File: config.mk
export PLATFORM = sky130hd
export DESIGN_NAME = regfile_wb_scheduler
export DESIGN_NICKNAME = d
export VERILOG_FILES = /design/src/rtl/regfile_wb_scheduler.sv
export SDC_FILE = /design/constraint.sdc
export NUM_CORES = 1
export LEC_CHECK = 0
export ABC_CLOCK_PERIOD_IN_PS = 6000
export CAP_MARGIN = 20
export CELL_PAD_IN_SITES_DETAIL_PLACEMENT = 0
export CELL_PAD_IN_SITES_GLOBAL_PLACEMENT = 2
export CORE_MARGIN = 5
export CORE_UTILIZATION = 32
export CTS_CLUSTER_SIZE = 40
export DETAILED_ROUTE_END_ITERATION = 12
export GPL_ROUTABILITY_DRIVEN = 0
export PLACE_DENSITY = 0.82
export SLEW_MARGIN = 20
export SYNTH_ARGS = -nofsm -noshare
export SYNTH_HDL_FRONTEND = slang
export SYNTH_SLANG_ARGS = --single-unit
File: constraint.sdc
create_clock -name clk -period 6 [get_ports clk]
set_input_delay 0.6 -clock clk [delete_from_list [all_inputs] [get_ports clk]]
set_output_delay 0.6 -clock clk [all_outputs]
set_load 0.03 [all_outputs]
File: src/rtl/regfile_wb_scheduler.sv
`default_nettype none
// ============================================================================
// Module      : regfile_wb_scheduler
// Description : Arbitrates the register file's single write port between the
//               in-order pipeline writeback and out-of-order MUL/DIV
//               completions. A starvation counter eventually forces a MUL/DIV
//               grant. A busy-bit scoreboard of pending MUL/DIV destinations
//               stalls decode on RAW/WAW hazards and when too many MUL/DIV
//               operations are outstanding.
// Ports       :
//   clk, reset_n                    clock / async active-low reset
//   iss_*                           decode-stage instruction description
//   stall_reg_rd                    hold decode / regfile read this cycle
//   wb_valid/wb_rd_addr/wb_rd_data  pipeline writeback request
//   wb_ready                        writeback accepted this cycle
//   md_valid/md_rd_addr/md_rd_data  MUL/DIV completion request
//   md_ready                        MUL/DIV completion accepted this cycle
//   wr_rd_en/rd_address/rd_data     registered regfile write port
//   sb_err                          sticky: completion to a non-busy register
// Revision    : 1.0 - initial release
// ============================================================================
module regfile_wb_scheduler #(
  parameter int XLEN         = 32,
  parameter int MD_MAX_OUT   = 4,
  parameter int STARVE_LIMIT = 4
) (
  input  logic            clk,
  input  logic            reset_n,
  input  logic            iss_valid,
  input  logic            iss_rs1_en,
  input  logic [4:0]      iss_rs1_addr,
  input  logic            iss_rs2_en,
  input  logic [4:0]      iss_rs2_addr,
  input  logic            iss_rd_en,
  input  logic [4:0]      iss_rd_addr,
  input  logic            iss_is_md,
  output logic            stall_reg_rd,
  input  logic            wb_valid,
  input  logic [4:0]      wb_rd_addr,
  input  logic [XLEN-1:0] wb_rd_data,
  output logic            wb_ready,
  input  logic            md_valid,
  input  logic [4:0]      md_rd_addr,
  input  logic [XLEN-1:0] md_rd_data,
  output logic            md_ready,
  output logic            wr_rd_en,
  output logic [4:0]      rd_address,
  output logic [XLEN-1:0] rd_data,
  output logic            sb_err
);

  localparam int                    c_STARVE_W   = $clog2(STARVE_LIMIT + 1);
  localparam logic [c_STARVE_W-1:0] c_STARVE_MAX = c_STARVE_W'(STARVE_LIMIT);
  localparam logic [3:0]            c_MD_MAX     = 4'(MD_MAX_OUT);

  logic [31:0]           r_busy;
  logic [3:0]            r_md_cnt;
  logic [c_STARVE_W-1:0] r_starve_cnt;
  logic                  r_sb_err;
  logic                  r_wr_rd_en;
  logic [4:0]            r_rd_address;
  logic [XLEN-1:0]       r_rd_data;

  logic                  w_force;
  logic                  w_grant_md;
  logic                  w_grant_wb;
  logic                  w_stall;
  logic                  w_iss_fire;
  logic                  w_md_inc;
  logic                  w_md_dec;
  logic                  w_sb_viol;
  logic [31:0]           w_set_vec;
  logic [31:0]           w_clr_vec;
  logic [31:0]           w_busy_nxt;
  logic [3:0]            w_md_cnt_nxt;
  logic [c_STARVE_W-1:0] w_starve_nxt;

  // Arbitration: writeback has priority unless MUL/DIV has been refused for
  // STARVE_LIMIT consecutive cycles.
  always_comb begin
    w_force    = (r_starve_cnt == c_STARVE_MAX);
    w_grant_md = md_valid && (w_force || !wb_valid);
    w_grant_wb = wb_valid && !(w_force && md_valid);
  end

  // Hazard detection looks only at registered scoreboard state, so there is
  // no combinational path from the MUL/DIV completion into the stall.
  always_comb begin
    w_stall = iss_valid && ((iss_rs1_en && r_busy[iss_rs1_addr]) ||
                            (iss_rs2_en && r_busy[iss_rs2_addr]) ||
                            (iss_rd_en  && r_busy[iss_rd_addr])  ||
                            (iss_is_md  && (r_md_cnt == c_MD_MAX)));
    w_iss_fire = iss_valid && !w_stall;
  end

  always_comb begin
    w_set_vec = '0;
    w_clr_vec = '0;
    if (w_iss_fire && iss_is_md && iss_rd_en && (iss_rd_addr != 5'd0)) begin
      w_set_vec = 32'h1 << iss_rd_addr;
    end
    if (w_grant_md) begin
      w_clr_vec = 32'h1 << md_rd_addr;
    end
    // Set is applied after clear so a same-index set wins; x0 never busy.
    w_busy_nxt = ((r_busy & ~w_clr_vec) | w_set_vec) & ~32'h1;
    w_sb_viol  = w_grant_md && (md_rd_addr != 5'd0) && !r_busy[md_rd_addr];
  end

  always_comb begin
    w_md_inc     = w_iss_fire && iss_is_md;
    // A completion with nothing outstanding must not wrap the counter.
    w_md_dec     = w_grant_md && (r_md_cnt != 4'd0);
    w_md_cnt_nxt = r_md_cnt;
    if (w_md_inc && !w_md_dec) begin
      w_md_cnt_nxt = r_md_cnt + 4'd1;
    end else if (!w_md_inc && w_md_dec) begin
      w_md_cnt_nxt = r_md_cnt - 4'd1;
    end
  end

  always_comb begin
    w_starve_nxt = r_starve_cnt;
    if (!md_valid || w_grant_md) begin
      w_starve_nxt = '0;
    end else if (r_starve_cnt != c_STARVE_MAX) begin
      w_starve_nxt = r_starve_cnt + c_STARVE_W'(1);
    end
  end

  always_ff @(posedge clk or negedge reset_n) begin
    if (!reset_n) begin
      r_busy       <= '0;
      r_md_cnt     <= '0;
      r_starve_cnt <= '0;
      r_sb_err     <= 1'b0;
      r_wr_rd_en   <= 1'b0;
      r_rd_address <= '0;
      r_rd_data    <= '0;
    end else begin
      r_busy       <= w_busy_nxt;
      r_md_cnt     <= w_md_cnt_nxt;
      r_starve_cnt <= w_starve_nxt;
      if (w_sb_viol) begin
        r_sb_err <= 1'b1;
      end
      // Writes to x0 are consumed (granted) but never reach the regfile.
      if (w_grant_md) begin
        r_wr_rd_en   <= (md_rd_addr != 5'd0);
        r_rd_address <= md_rd_addr;
        r_rd_data    <= md_rd_data;
      end else if (w_grant_wb) begin
        r_wr_rd_en   <= (wb_rd_addr != 5'd0);
        r_rd_address <= wb_rd_addr;
        r_rd_data    <= wb_rd_data;
      end else begin
        r_wr_rd_en   <= 1'b0;
      end
    end
  end

  assign stall_reg_rd = w_stall;
  assign wb_ready     = !(w_force && md_valid);
  assign md_ready     = w_grant_md;
  assign wr_rd_en     = r_wr_rd_en;
  assign rd_address   = r_rd_address;
  assign rd_data      = r_rd_data;
  assign sb_err       = r_sb_err;

endmodule
`default_nettype wire
==> key figures, run 1 <==
Logic synthesis
  – Cell area after technology mapping: 4660 sq um
  – Top flip-flop cell by instance count after synthesis: dfrtp_1
  – Most numerous cell in the Yosys netlist: dfrtp_1
  – Number of enable flip-flop cells after synthesis: 0
  – Mapped Avg Cell Area: 11.3 sq um
  – Largest area contributor in the netlist: dfrtp_1
  – Net count after synthesis: 515
  – Total of flip-flops plus latches after synthesis: 77
  – Post-synthesis cell type count: between 50 and 60
  – Top cells by area in the synthesized netlist: dfrtp_1 (41%), mux4_2 (14%), a222oi_1 (7.7%)
  – Async set-reset flop share out of synthesis: between 90% and 100%
  – List of most frequent post-synthesis cells: dfrtp_1 (77), inv_1 (41), a222oi_1 (36)
  – Synth warnings: 0
  – Cells after Synth: 411
  – Area share of the leading cell type in the synthesized netlist: 41.3%
  – Share of synthesized area occupied by flip-flops and latches: between 40% and 50%

GRT
  – Total track usage: 19.5%
  – Largest net degree at the start of global routing: 78
  – Number of antenna violations at the first check in global routing: 0
  – Total gr overflow: 0
  – Via count of the first global-routing pass: 4362
  – Wire length of the first global-routing pass: ~25 mm

Routing
  – WL/cell: 22.7 microns
  – DRC Markers: 0
  – Count of vias placed by the detailed router: between 4k and 5k
  – Violation count after the first detailed-routing iteration: between 300 and 400
  – Final wirelength: between 15 and 20 mm
  – Average vias per placed instance: 5.84
  – First drt pass iteration count: 6
  – Remaining antenna violation count after routing: 0

STA
  – Hold Vio Cnt, Final: 0
  – Worst-case headroom to the max-slew limit: a little under half
  – Pin slew with the least headroom to its limit: 0.806 ns
  – Unrepaired setup endpoints after global routing: no
  – Min Clock Period, post-route: 4.36 ns
  – Fin Setup TNS: 0 ns
  – Final number of max-transition violations: 0
  – Highest Clock Rate: about 0.23 GHz
  – Post-route fraction of the period consumed by the critical path: between 70% and 80%
  – Worst clock skew: between 0.008 and 0.009 ns
  – Final setup viols: 0

Worst setup path
  – CP max-delay cell: clkdlybuf4s50_1
  – Setup crit start: iss_rd_addr[0]
  – Critical path's top delay family: buffers and inverters
  – Maximum fanout encountered on the critical timing path: 18
  – Cell repeated most along the worst path: clkdlybuf4s50_1
  – Required time of the worst setup path: 5.40 ns
  – Crit path DAT: between 3 and 4 ns
  – R2r worst-path depth: 14
  – Instance count on the critical path: 8
  – Startpoint of the most critical register-to-register path: r_busy[22]
  – Worst setup path category: in -> out
  – Total buffers and inverters traversed by the critical path: 2
  – Sequence of cells on the critical path: clkdlybuf4s50_1, mux4_2, mux2i_1, o21ai_0, o2111ai_2, nand2_2, o21a_1, clkdlybuf4s50_1
  – Startpoint type of the worst setup path: input pin
  – Critical Path Max Stage Delay: 0.99 ns
  – Nature of the critical path endpoint: primary output

Clocking
  – TritonCTS clock tree: done
  – Maximum clock insertion buffer count: 2
  – Number of setup buffers added after CTS: 0
  – H-Tree Depth: 3
  – Insertion delay of the later-clocked pin in the worst-skew pair: approximately 0.34 ns
  – Number of gates given a new drive strength after cts: 0
  – Sink count of the clock tree: 77
  – Clock root cell: clkbuf_16
  – Clk pin slew, worst setup/hold paths: about 0.060 ns
  – Number of buffers inserted during clock tree synthesis: 9
  – Cts hold-fix bufs: 0

Final layout
  – Share of layout cells above drive strength 1: around an eighth
  – Multi-input gate area: roughly 2400 sq um
  – Sequential Area: between 1500 and 2000 sq um
  – Total inserted antenna cells: 0
  – Final core utilization: around 45%
  – Synthesis-to-finish area growth: 38.7%
  – # nets final: 630
  – Design Area, Final: 6470 sq um
  – Number of filler cells placed in the layout: ~1.4k

Power
  – Static Leakage: 0.00268 uW
  – Pwr dens: approximately 270 nW/um^2
  – IR Drop Worst-Case VDD: between 0.1 and 0.15 mV
  – Overall power after layout: about 1700 uW

Floorplanning
  – Die outline area: approximately 17000 sq um
  – Floorplan Core Area: between 10000 and 15000 sq um
  – Initial cell density of the core: around 32%
  – I/O pin cnt: between 100 and 150
  – Die Y-Extent: ~130 microns
  – Row count: 44
  – Width of the die: around 130 microns

Placement
  – Placement-stage cell area: just over 6000 sq um
  – Detail Placement HPWL: about 12 mm
  – Port buffer count: 139

Worst hold path
  – Worst hold path class: in -> async

Status
  – Status: finished, final reports clean

Run
  – Max capacitance violation total: 0
[cells by family after synthesis]
logic type / share of synthesized area [%]
compound gates: 21.5
buf+inv: 7.19
simple gates: 9.76
flops: 41.3
mux: 17.7
fa+ha+maj: 1.77
xor+xnor: 0.751
[flip-flops by register name, indices dropped and copies added, names as in the netlist]
signal,flops
r_starve_cnt,3
rd_data,32
wr_rd_en,1
sb_err,1
r_md_cnt,4
r_busy,31
rd_address,5
[placed cells by master (no fill, tap or decap), types with 2 or more instances in the layout]
master and instances:
nand3b_1 6, nor2b_1 4, a21o_1 2, o21ai_1 2, bufinv_16 2, mux2i_1 14
mux2_2 3, xnor2_1 3, inv_1 41, o2111ai_2 2, nand4_1 2, a211o_1 2
o41ai_2 8, nand2b_1 8, buf_4 3, nand3_1 8, a222oi_1 36, or2_2 5
ha_1 5, nand4b_1 3, mux4_2 29, nand2_1 15, clkbuf_1 2, o31ai_1 16
clkbuf_16 9, a21oi_1 2, clkbuf_8 2, or4_1 7, o21ai_0 35, nor2_1 10
dfrtp_1 77, clkdlybuf4s50_1 138, o41ai_1 7
[worst reg2reg max path: stages, from the launching register on]
cell	delay, ns
dfrtp_1	0.46
mux4_2	0.48
mux2i_1	0.17
nand3b_1	0.10
a41o_1	0.39
nand3b_4	0.41
nor2_1	0.19
ha_1	0.20
inv_1	0.09
ha_1	0.27
a21o_1	0.17
a21oi_1	0.18
xnor2_1	0.14
nor2_1	0.06
xor2_1	0.14
[worst paths after layout]
kind                                    to  slack [ns]
max in group asynchronous       r_busy[15]        5.19
hold reg to reg            r_starve_cnt[0]        0.46
min in group clk           r_starve_cnt[0]        0.46
hold / removal                 rd_data[30]        0.28
setup / recovery              stall_reg_rd        1.64
setup reg to reg               r_md_cnt[3]        2.45
[report_power, final]
part           internal [uW]  switching, uW  leakage [uW]
combinational            229            224       0.00154
clock                    388            216      0.000156
sequential               581           82.1      0.000977
total                   1200            522       0.00268
[per-layer routing]
layer	up-vias	track usage [%]	wire, microns
met5	-	0	0
met4	0	7.32	419
met3	32	8.13	2060
met2	252	29.1	7310
met1	2041	25.5	6480
li1	1850	-	-
[layout make-up]
cell class | count | share of cell area (%)
Inverter | 41 | 2.38
Sequential cell | 77 | 29.8
Timing Repair Buffer | 142 | 21.9
Multi-Input combinational cell | 255 | 37.3
Clock buffer | 13 | 4.02
Tap cell | 184 | 3.56
Clock inverter | 3 | 1.04
[metrics by stage]
step                setup slack [ns]  std cells  hold slack, ns
global route                    1.38        715           0.347
CTS                             1.63        715           0.464
detailed placement              1.38        699           0.456
finish                          1.64        715           0.284
floorplan                       2.55        411           0.304
global placement                1.46        699           0.447
Note: power is estimated with default switching activity, not from simulation.
==> inputs of run 2 (changes only) <==
--- a/config.mk
+++ b/config.mk
@@ -5,16 +5,16 @@
 export SDC_FILE = /design/constraint.sdc
 export NUM_CORES = 1
 export LEC_CHECK = 0
-export ABC_CLOCK_PERIOD_IN_PS = 6000
+export ABC_CLOCK_PERIOD_IN_PS = 4270
 export CAP_MARGIN = 20
 export CELL_PAD_IN_SITES_DETAIL_PLACEMENT = 0
 export CELL_PAD_IN_SITES_GLOBAL_PLACEMENT = 2
 export CORE_MARGIN = 5
-export CORE_UTILIZATION = 32
+export CORE_UTILIZATION = 30
 export CTS_CLUSTER_SIZE = 40
 export DETAILED_ROUTE_END_ITERATION = 12
 export GPL_ROUTABILITY_DRIVEN = 0
-export PLACE_DENSITY = 0.82
+export PLACE_DENSITY = 0.77
 export SLEW_MARGIN = 20
 export SYNTH_ARGS = -nofsm -noshare
 export SYNTH_HDL_FRONTEND = slang
==> constraint.sdc (replaced) <==
create_clock -name clk -period 4.27 [get_ports clk]
set_input_delay 0.427 -clock clk [delete_from_list [all_inputs] [get_ports clk]]
set_output_delay 0.427 -clock clk [all_outputs]
set_load 0.03 [all_outputs]
==> run 2 against run 1 <==
Compared with the run above:
- critical path depth did not move
- sequential share of layout area barely moved
- die area rose by 6.1%
- clock-buffer cell count fell by 1
- clock skew fell by 0.0033 ns
- hold slack got worse by 0.16 ns
- via count barely moved
- power rose by 37%
- largest cell class unchanged
- largest power group unchanged
- highest routed layer unchanged
==> key figures, run 2 (synthesis gave the netlist of run 1 again) <==
Placement
  – Detail Placement HPWL: 12.0 mm (+1.4%)
  – Port buffer count: 139 (unchanged)
  – Instance count after placement with tap cells included: 707 (+1.1%)

Run
  – Max capacitance violation total: 0 (unchanged)

Power
  – IR Drop Worst-Case VDD: 0.186 mV (+49%)
  – Internal power: 1610 uW (+34%)
  – Static Leakage: 0.00268 uW (+0.24%)
  – Pwr dens: 363 nW/um^2 (+37%)
  – Switching power of the nets: 741 uW (+42%)
  – Combinational share of power: 27.4% (+1.1 points)
  – Portion of total power attributed to sequential cells: 39.7% (+1.1 points)
  – Relative contribution of the clock network to total power: 32.9% (-2.2 points)
  – Switching power as a share of total power: 31.5% (+1.1 points)

Final layout
  – # nets final: 634 (+0.63%)
  – Synthesis-to-finish area growth: 38.7% (about the same)
  – Share of layout cells above drive strength 1: 13.6% (+0.65 points)
  – Leading cell type in the layout, fill and taps excluded: clkdlybuf4s50_1
  – Commonest cells after routing, fill and taps aside: clkdlybuf4s50_1 (138), dfrtp_1 (77), inv_1 (41)
  – Total inserted antenna cells: 0 (unchanged)
  – Cell Count, Final, Fillers Out: 723 (+1.1%)
  – Flip-flop count of the largest register after layout: 32 (unchanged)

STA
  – Worst-case headroom to the max-slew limit: 49.5% (+3.4 points)
  – Min Clock Period, post-route: roughly 3.9 ns
  – Worst clock skew: 0.00502 ns (-0.00326 ns)
  – Post-route fraction of the period consumed by the critical path: 90.2%
  – Unrepaired setup endpoints after global routing: no
  – Hold Vio Cnt, Final: 0 (unchanged)
  – Worst hold margin: 0.121 ns (-0.164 ns)
  – Fin Setup TNS: 0 ns (unchanged)
  – Final setup viols: 0 (unchanged)
  – Final number of max-transition violations: 0 (unchanged)
  – Pin slew with the least headroom to its limit: 0.754 ns (-0.0519 ns)
  – Highest Clock Rate: about 0.26 GHz

Clocking
  – Number of buffers inserted during clock tree synthesis: 9 (unchanged)
  – Insertion delay of the later-clocked pin in the worst-skew pair: 0.34 ns (about the same)
  – Number of setup buffers added after CTS: 0 (unchanged)
  – H-Tree Depth: 3 (unchanged)
  – Clock root cell: clkbuf_16
  – Cts hold-fix bufs: 0 (unchanged)
  – TritonCTS clock tree: done
  – Sink count of the clock tree: 77 (unchanged)
  – Maximum clock insertion buffer count: 2 (unchanged)
  – Number of gates given a new drive strength after cts: 0 (unchanged)
  – Clk pin slew, worst setup/hold paths: 0.06 ns (about the same)

Worst setup path
  – Sequence of cells on the critical path: clkdlybuf4s50_1, mux4_2, mux2i_1, mux2i_1, o2111ai_2, nand2_2, o21a_1, clkdlybuf4s50_1
  – Required time of the worst setup path: 3.84 ns (-1.56 ns)
  – Critical Path Max Stage Delay: 0.77 ns (-0.22 ns)
  – Maximum fanout encountered on the critical timing path: 12 (-6)
  – R2r worst-path depth: 14 (unchanged)
  – Startpoint type of the worst setup path: input pin
  – Crit path DAT: 3.43 ns (-0.33 ns)
  – Nature of the critical path endpoint: primary output
  – CP max-delay cell: clkdlybuf4s50_1
  – Worst setup path category: in -> out

GRT
  – Global routing met3 resource utilization: 7.64% (-0.49 points)
  – Wire length of the first global-routing pass: 26.3 mm (+3.5%)
  – Total track usage: 18.8% (-0.75 points)
  – Total gr overflow: 0 (unchanged)
  – Largest net degree at the start of global routing: 78 (unchanged)
  – GR Layer Usage met1: 23.4% (-2.1 points)
  – Via count of the first global-routing pass: 4559 (+4.5%)
  – Met2 track demand over resource: 28.4% (-0.66 points)
  – Number of antenna violations at the first check in global routing: 0 (unchanged)
  – Layer carrying the most global-route usage: met2

Routing
  – Count of vias placed by the detailed router: 4179 (+0.096%)
  – Remaining antenna violation count after routing: 0 (unchanged)
  – Violation count after the first detailed-routing iteration: 379 (-2.8%)
  – DRC Markers: 0 (unchanged)
  – Average vias per placed instance: 5.78 (-1.0%)
  – First drt pass iteration count: 6 (unchanged)
  – WL/cell: 23.2 microns (+2.0%)
  – Final wirelength: 16.8 mm (+3.1%)

Floorplanning
  – Floorplan Core Area: 15200 sq um (+5.4%)
  – Width of the die: 135 microns (+3.0%)
  – Die Y-Extent: 135 microns (+3.0%)
  – Initial cell density of the core: 30.7% (-1.7 points)
  – I/O pin cnt: 140 (unchanged)
  – Die outline area: 18100 sq um (+6.1%)
  – Row count: 45 (+2.3%)

Status
  – Status: finished, final reports clean

Worst hold path
  – Worst hold path class: in -> async
-- run 2: changes by cell type in the layout (fill, tap and decap cells not counted) --
cell	delta
clkinv_2	+2
bufinv_16	-1
buf_4	+4
clkbuf_8	-1
-- run 2: critical path, delay by kind of cell --
| family | cells | cell delay, ns |
|---|---|---|
| compound gates | 2 | 0.56 |
| buf+inv | 2 | 1.36 |
| mux | 3 | 0.82 |
| simple gates | 1 | 0.26 |
-- run 2: final timing paths --
check,start,to,slack (ns)
setup reg to reg,r_busy[10],r_md_cnt[3],1.12
hold reg to reg,sb_err,sb_err,0.46
min in group clk,sb_err,sb_err,0.46
hold / removal,reset_n,rd_data[22],0.12
setup / recovery,iss_rs2_addr[0],stall_reg_rd,0.42
max in group asynchronous,reset_n,r_busy[13],3.64
-- run 2: power groups by stage --
| stage | registers [uW] | logic, uW | clock network (uW) |
|---|---|---|---|
| finish | 934 | 645 | 773 |
| global route | 944 | 704 | 813 |
| CTS | 931 | 650 | 793 |
| detailed placement | 941 | 648 | 0 |
| global placement | 941 | 639 | 0 |
| floorplan | 962 | 326 | 0 |
-- run 2: metal layers --
| metal | routed length (microns) | vias up |
|---|---|---|
| met3 | 2010 | 41 |
| met5 | 0 | - |
| met1 | 6830 | 2048 |
| li1 | - | 1855 |
| met2 | 7380 | 235 |
| met4 | 552 | 0 |
-- run 2: layout make-up --
cell class / count / area (sq um)
fill: 1478 / 8730
multi-input combinational: 255 / 2420
sequential: 77 / 1930
timing repair buffer: 146 / 1450
clock buffer: 12 / 246
tap: 188 / 235
inverter: 41 / 154
clock inverter: 4 / 47.5
-- run 2: per-stage QoR --
step	setup WS, ns	power [uW]	cell area, sq um	util [%]
floorplan	0.991	1290	4660	-
global placement	0.424	1580	6170	40.6
detailed placement	0.316	1590	6170	40.6
CTS	0.388	2370	6470	42.5
global route	0.195	2460	6470	42.6
finish	0.417	2350	6470	42.6
